**src/rtl/uart_tx_queue.sv**
```systemverilog
// Byte FIFO feeding the UART transmitter: buffers bursty status writes and
// issues one byte per frame over the tx_data/tx_en/tx_ready handshake.
module uart_tx_queue #(
    parameter int DEPTH  = 16,
    parameter int ADDR_W = 4
) (
    input  logic              clk,
    input  logic              reset,
    input  logic [7:0]        wr_data,
    input  logic              wr_en,
    output logic              full,
    output logic              empty,
    output logic [ADDR_W:0]   count,
    output logic              overflow,
    output logic [7:0]        tx_data,
    output logic              tx_en,
    input  logic              tx_ready
);

    typedef enum logic [1:0] {
        IDLE,
        WAIT_BUSY,
        WAIT_DONE
    } state_t;

    localparam logic [ADDR_W:0] DEPTH_CNT = (ADDR_W + 1)'(DEPTH);

    logic [7:0]        mem [DEPTH];
    logic [ADDR_W-1:0] wr_ptr_reg;
    logic [ADDR_W-1:0] rd_ptr_reg;
    logic [ADDR_W:0]   count_reg;
    logic [ADDR_W:0]   count_next;
    logic              full_reg;
    logic              empty_reg;
    logic              overflow_reg;
    logic [7:0]        tx_data_reg;
    logic              tx_en_reg;
    state_t            state_reg;

    logic push;
    logic pop;

    // A full queue rejects writes even when a pop happens in the same cycle.
    assign push = wr_en && !full_reg;
    assign pop  = (state_reg == IDLE) && !empty_reg && tx_ready;

    always_comb begin
        count_next = count_reg;
        if (push && !pop) begin
            count_next = count_reg + 1'b1;
        end else if (pop && !push) begin
            count_next = count_reg - 1'b1;
        end
    end

    // Storage has no reset so it maps onto block RAM.
    always_ff @(posedge clk) begin
        if (push) begin
            mem[wr_ptr_reg] <= wr_data;
        end
    end

    always_ff @(posedge clk) begin
        if (reset) begin
            wr_ptr_reg   <= '0;
            rd_ptr_reg   <= '0;
            count_reg    <= '0;
            full_reg     <= 1'b0;
            empty_reg    <= 1'b1;
            overflow_reg <= 1'b0;
            tx_data_reg  <= 8'hFF;
            tx_en_reg    <= 1'b0;
            state_reg    <= IDLE;
        end else begin
            overflow_reg <= wr_en && full_reg;
            count_reg    <= count_next;
            full_reg     <= (count_next == DEPTH_CNT);
            empty_reg    <= (count_next == '0);
            if (push) begin
                wr_ptr_reg <= wr_ptr_reg + 1'b1;
            end

            case (state_reg)
                IDLE: begin
                    tx_en_reg <= 1'b0;
                    if (pop) begin
                        tx_data_reg <= mem[rd_ptr_reg];
                        tx_en_reg   <= 1'b1;
                        rd_ptr_reg  <= rd_ptr_reg + 1'b1;
                        state_reg   <= WAIT_BUSY;
                    end
                end
                WAIT_BUSY: begin
                    // Wait for the transmitter to drop ready so the same
                    // frame can never be mistaken for an idle transmitter.
                    tx_en_reg <= 1'b0;
                    if (!tx_ready) begin
                        state_reg <= WAIT_DONE;
                    end
                end
                WAIT_DONE: begin
                    tx_en_reg <= 1'b0;
                    if (tx_ready) begin
                        state_reg <= IDLE;
                    end
                end
                default: begin
                    tx_en_reg <= 1'b0;
                    state_reg <= IDLE;
                end
            endcase
        end
    end

    assign full     = full_reg;
    assign empty    = empty_reg;
    assign count    = count_reg;
    assign overflow = overflow_reg;
    assign tx_data  = tx_data_reg;
    assign tx_en    = tx_en_reg;

endmodule

```
**config.mk**
```make
export PLATFORM = sky130hd
export DESIGN_NAME = uart_tx_queue
export DESIGN_NICKNAME = d
export VERILOG_FILES = /design/src/rtl/uart_tx_queue.sv
export SDC_FILE = /design/constraint.sdc
export NUM_CORES = 1
export LEC_CHECK = 0
export CAP_MARGIN = 15
export CORE_MARGIN = 2
export CORE_UTILIZATION = 45
export CTS_CLUSTER_DIAMETER = 40
export DETAILED_ROUTE_END_ITERATION = 8
export GPL_TIMING_DRIVEN = 0
export MAX_ROUTING_LAYER = met4
export PLACE_DENSITY = 0.6
export SKIP_CTS_REPAIR_TIMING = 1
export SLEW_MARGIN = 10
export SYNTH_ARGS = -nofsm -noshare
export SYNTH_HDL_FRONTEND = slang
export SYNTH_SLANG_ARGS = --single-unit
```
**constraint.sdc**
```tcl
create_clock -name clk -period 4.3 [get_ports clk]
set_input_delay 0.86 -clock clk [delete_from_list [all_inputs] [get_ports clk]]
set_output_delay 0.86 -clock clk [all_outputs]
set_load 0.03 [all_outputs]
```
==> out/qor.txt, run 1 <==
Outcome: finished clean
CTS tree: done
Crit. path cell count: 7
Final Hold Viols: 0
Fraction of layout cells with a size suffix above 1: 18.7%
Vias post-DR: 3,149
Post-Place Cells: 545
HP Class: flop to flop
Layout overhead on the synthesized area: 17.3%
Routed Antenna Nets: 0
F_max: 0.316 GHz
Combinational share of power: 16.1%
DRC viols: 0
Register-to-register setup slack: 1.73 ns
Async SR Flop Fraction: 0%
Largest net degree at the start of global routing: 17
Max incr delay on CP: 0.54 ns
Cell Rows: 42
Max H-tree Level: 4
Pint: 2740 uW
Final setup fails: 0
Die height: 120 um
Port bufs: 27
WL per Instance: 21.0 um
# fillers: 1,063
Initial DRC Count: 252
Fin cells: 577
Worst-margin pin slew: 0.822 ns
Ant diodes: 0
Nets: 407
First-pass GRT wire length: 18,400 um
Distinct cells, synth: 34
Power density cells: 514 nW/um2
CTS Buffer Depth: 2
Leak pwr: 0.00225 uW
YS warnings: 0
CP top delay family: buffers and inverters
Core area: 13,200 um2
Seq pwr share: 47.1%
Via/cell ratio: 5.46
Final slew viol count: 0
Reg2reg start: rd_ptr_reg[1]
Mapped Area: 6090 um2
Clk Latency, worst-skew pair: 0.41 ns
Period utilization: 73.5%
Layout Skew: 0.00802 ns
Clock share of power: 36.8%
Post-DP HPWL: 7940 um
Setup TNS: 0 ns
TritonCTS Buffers: 17
Final min period: 3.16 ns
Slowest-stage cell, CP: nor3_1
Most used cell, CP: clkbuf_1
Post-synthesis register bit count: 155
Root Driver: clkbuf_16
Sw power: 929 uW
CP endpoint kind: flop
GR Overflow Total: 0
CP Launch Point: wr_en
Startpoint Class: input pin
Overall Global Routing Usage: 18.5%
Detailed Route WL: 12,100 um
Rel. slew slack: 45.0%
RSZ-0062 raised after global routing: no
IO Count: 29
Drt first pass iters: 5
Initial antenna violation count: 0
Die footprint: 14,500 um2
Max FO, Critical Path: 10
Cells after synthesis: 339
Critical path buffer and inverter count: 4
Vias in the first global route: 3,157
Hold path startpoint: full
WP data arrival: 3.28 ns
Post-synthesis net count: 358
CP required: 4.42 ns
VDD IR-drop max: 0.267 mV
Initial Utilization: 46.0%
Clock Pin Slew Worst Setup and Hold Paths: 0.06 ns
Register area share after synthesis: 72.0%
GPL Wtd Cong: 0.762
Die Width: 120 um
Switch share: 25.3%
Crit Path Category: input pin to flop
Worst r2r dst: tx_data[0]
Worst setup path endpoint: mem[3][5]
Predominant post-synthesis flop cell: edfxtp_1
Number of synthesized flops with an enable pin: 128
Avg Cell Area, Syn: 18.0 um2
Worst-path cell chain: clkdlybuf4s50_1, nor2b_1, clkbuf_1, clkbuf_1, nand2_1, nor3_1, buf_4
Final Util: 53.9%
Clock Sinks: 155
Maxcap violations: 0
Max reg flops: 128
Reg2reg path depth: 6
cell usage after synthesis (all sizes together) (2+ instances only):
master | count | area [um2]
mux2i | 16 | 160
clkbuf | 11 | 41.3
inv | 4 | 15.0
nand2 | 16 | 60.1
xnor2 | 5 | 43.8
nor2b | 3 | 18.8
nand4 | 2 | 12.5
xor2 | 6 | 52.6
nor4b | 2 | 32.5
mux4 | 32 | 721
ha | 7 | 87.6
nand2b | 3 | 18.8
o22ai | 8 | 50.1
a211o | 9 | 78.8
nand3 | 4 | 20.0
edfxtp | 128 | 3840
a2bb2oi | 2 | 17.5
a21oi | 3 | 15.0
nor3 | 7 | 35.0
buf | 9 | 43.8
nor2 | 25 | 93.8
dfxtp | 27 | 541
worst min path at each step:
stage	slack (ns)	to	depth (start not counted)
floorplan	0.48	wr_ptr_reg[1]	2
global placement	0.45	tx_data[4]	1
detailed placement	0.45	tx_data[1]	1
CTS	0.47	tx_data[1]	1
global route	0.49	tx_data[1]	1
finish	0.46	overflow	2
placed cells by master (no fill, tap or decap), drive strengths merged, types with 2 or more instances in the layout:
cell / n
clkinv: 6
nand2: 16
xor2: 6
nand2b: 3
o22ai: 8
mux4: 32
dfxtp: 27
nor2b: 3
clkdlybuf4s50: 27
nor2: 25
clkbuf: 30
mux2i: 16
a21oi: 3
nor4b: 2
a211o: 9
a2bb2oi: 2
buf: 12
nand4: 2
xnor2: 5
clkinvlp: 6
nand3: 4
ha: 7
edfxtp: 128
inv: 4
nor3: 7
power groups by stage:
stage          registers (uW)  clock network [uW]  logic [uW]
4_1_cts                  1730                1370         600
3_3_place_gp             1760                   0         589
5_1_grt                  1740                1440         635
3_5_place_dp             1760                   0         598
2_1_floorplan            1820                   0         336
6_report                 1730                1350         590
final cells by class:
class / instances / area (um2) / share of cell area [%]
buffer: 20 / 85.1 / 1.19
clock buffer: 19 / 433 / 6.06
clock inverter: 13 / 104 / 1.45
inverter: 4 / 15.0 / 0.210
multi-input combinational: 160 / 1610 / 22.5
sequential: 155 / 4380 / 61.4
tap: 176 / 220 / 3.08
timing repair buffer: 30 / 293 / 4.10
metal layers:
metal | track usage, % | part of all wire (%)
met5 | - | 0
met3 | 4.34 | 4.8
met1 | 23.7 | 43
met4 | 5.81 | 1.3
met2 | 29.8 | 51
stage by stage:
stage / power (uW) / instance area [um2] / hold WS [ns] / setup WS (ns)
global placement: 2350 / 6580 / 0.448 / 0.417
global route: 3810 / 7140 / 0.488 / 0.950
finish: 3670 / 7140 / 0.464 / 1.14
floorplan: 2150 / 6090 / 0.482 / 1.65
detailed placement: 2360 / 6610 / 0.451 / 0.739
CTS: 3700 / 7140 / 0.466 / 1.12
cells by family after synthesis:
logic type / synth area share, %
flip-flops: 72.0
AND/OR/NAND/NOR: 5.57
multiplexers: 14.5
AO/OA/AOI/OAI: 3.27
buffers and inverters: 1.64
XOR/XNOR: 1.58
adder cells (fa/ha/maj): 1.44
worst register-to-register path, stage by stage, from the launching register on:
cell and delay, ns:
dfxtp_1 0.35, clkbuf_1 0.35, clkbuf_1 0.60, mux4_2 0.43
mux2i_1 0.30, o22ai_1 0.16, a211o_1 0.28
No activity file was read; power rests on OpenSTA's default activity.
==> run 2, diff against run 1 <==
- PLACE_DENSITY: 0.6 -> 0.63
- clock period: 4.3 -> 2.9 ns (I/O delays scaled with it)
==> run 2 against run 1 <==
- critical path depth down 1
- global-route usage about the same
- worst setup slack lost 1.1 ns
- clock power up 55%
- first-iteration DRC count decreased by 3.6%
- power is 51% higher
- critical endpoint is now mem[11][5]
- highest routed layer unchanged
==> out/qor.txt, run 2 (same netlist as run 1, synthesis figures left out) <==
Clock Pin Slew Worst Setup and Hold Paths: 0.06 ns (about the same)
GPL Wtd Cong: 0.745 (-2.2%)
Initial antenna violation count: 0 (unchanged)
Drt first pass iters: 4 (-1)
Worst-margin pin slew: 0.852 ns (+0.0300 ns)
TritonCTS Buffers: 17 (unchanged)
Fraction of layout cells with a size suffix above 1: 19.5% (+0.80 points)
Nets: 406 (-0.25%)
Vias post-DR: 3,080 (-2.2%)
Max H-tree Level: 4 (unchanged)
Final slew viol count: 0 (unchanged)
Overall Global Routing Usage: 18.6% (+0.042 points)
CTS Buffer Depth: 2 (unchanged)
Port bufs: 27 (unchanged)
GR Overflow Total: 0 (unchanged)
Final setup fails: 0 (unchanged)
Rel. slew slack: 43.0% (-2.0 points)
DRC viols: 0 (unchanged)
Clk Latency, worst-skew pair: 0.42 ns (about the same)
Startpoint Class: input pin
Routed Antenna Nets: 0 (unchanged)
Max reg flops: 128 (unchanged)
Final Hold Viols: 0 (unchanged)
Crit Path Category: input pin to flop
IO Count: 29 (unchanged)
Ant diodes: 0 (unchanged)
Layout overhead on the synthesized area: 17.9%
Die height: 120 um (unchanged)
Power density cells: 771 nW/um2 (+50%)
WP data arrival: 2.86 ns (-0.42 ns)
Post-DP HPWL: 8040 um (+1.3%)
Initial Utilization: 46.0% (unchanged)
CP endpoint kind: flop
Period utilization: 97.1%
Largest net degree at the start of global routing: 17 (unchanged)
Most common cell after layout, fill and taps aside: edfxtp_1
Final min period: 2.82 ns
Initial DRC Count: 243 (-3.6%)
CP required: 2.95 ns (-1.47 ns)
Layout Skew: 0.00939 ns (+0.00137 ns)
CTS tree: done
Die Width: 120 um (unchanged)
Max incr delay on CP: 0.70 ns (+0.16 ns)
Fin cells: 576 (-0.17%)
Detailed Route WL: 12,000 um (-0.47%)
Post-Place Cells: 544 (-0.18%)
Vias in the first global route: 3,102 (-1.7%)
Maxcap violations: 0 (unchanged)
Leak pwr: 0.00228 uW (+1.2%)
Worst-path cell chain: clkdlybuf4s50_1, nor2b_1, clkbuf_1, clkbuf_1, nand2_1, nor2_1
Cell Rows: 42 (unchanged)
F_max: 0.355 GHz
Most used cell, CP: clkbuf_1
WL per Instance: 20.9 um (-0.30%)
Commonest cells after routing, fill and taps aside: 128 x edfxtp_1, 32 x mux4_2, 27 x dfxtp_1, 27 x clkdlybuf4s50_1, 23 x nor2_1
Core area: 13,200 um2 (unchanged)
Die footprint: 14,500 um2 (unchanged)
HP Class: flop to flop
First-pass GRT wire length: 18,500 um (+0.83%)
VDD IR-drop max: 0.423 mV (+59%)
Outcome: finished clean
Worst Hold Slack: 0.462 ns (-0.00120 ns)
Root Driver: clkbuf_16
Via/cell ratio: 5.35 (-2.0%)
Slowest-stage cell, CP: nor2_1
Max FO, Critical Path: 10 (unchanged)
RSZ-0062 raised after global routing: yes
Clock Sinks: 155 (unchanged)
[run 2: path summary, 6_finish.rpt]
path	slack, ns	startpoint	end	cells after the start
max reg2reg	0.38	rd_ptr_reg[1]	tx_data[3]	6
min	0.46	tx_data[3]	tx_data[3]	1
min reg2reg	0.46	tx_data[3]	tx_data[3]	1
max	0.08	wr_en	mem[11][5]	6
[run 2: metrics by stage]
step	area [um2]	setup slack (ns)	util, %	setup TNS, ns	power, uW
finish	7180	0.0840	54.2	0	5530
global route	7180	-0.00209	54.2	-0.00856	5740
CTS	7160	-0.000633	54.1	-0.00146	5580
detailed placement	6600	-0.430	49.9	-34.22	3500
global placement	6580	-0.641	49.7	-39.75	3470
floorplan	6090	0.533	-	0	3190
[run 2: cell type report]
cell class / instances / area (um2)
flip-flops and latches: 155 / 4380
fillers: 1073 / 6070
clock buffers: 18 / 429
multi-input cells: 160 / 1630
repair buffers: 29 / 285
plain buffers: 20 / 85.1
inverters: 4 / 15.0
clock inverters: 14 / 129
well taps: 176 / 220
[run 2: routing by layer]
metal	GRT usage (%)	vias to the layer above	part of all wire, %
met5	-	-	0
met4	6.76	0	1.5
met3	3.96	18	4.2
met2	27.7	68	48
met1	25.6	1563	47
li1	-	1431	-
[run 2: power by group]
group          internal [uW]  leakage, uW  total (uW)  switching [uW]
sequential              2500      0.00138        2570            66.8
combinational            402     0.000631         876             474
clock                   1250     0.000268        2090             839
total                   4150      0.00228        5530            1380
[run 2: worst max-delay path: cells and delay by family]
kind	cells	cell delay, ns
buffers and inverters	3	1.16
AND/OR/NAND/NOR	3	1.11
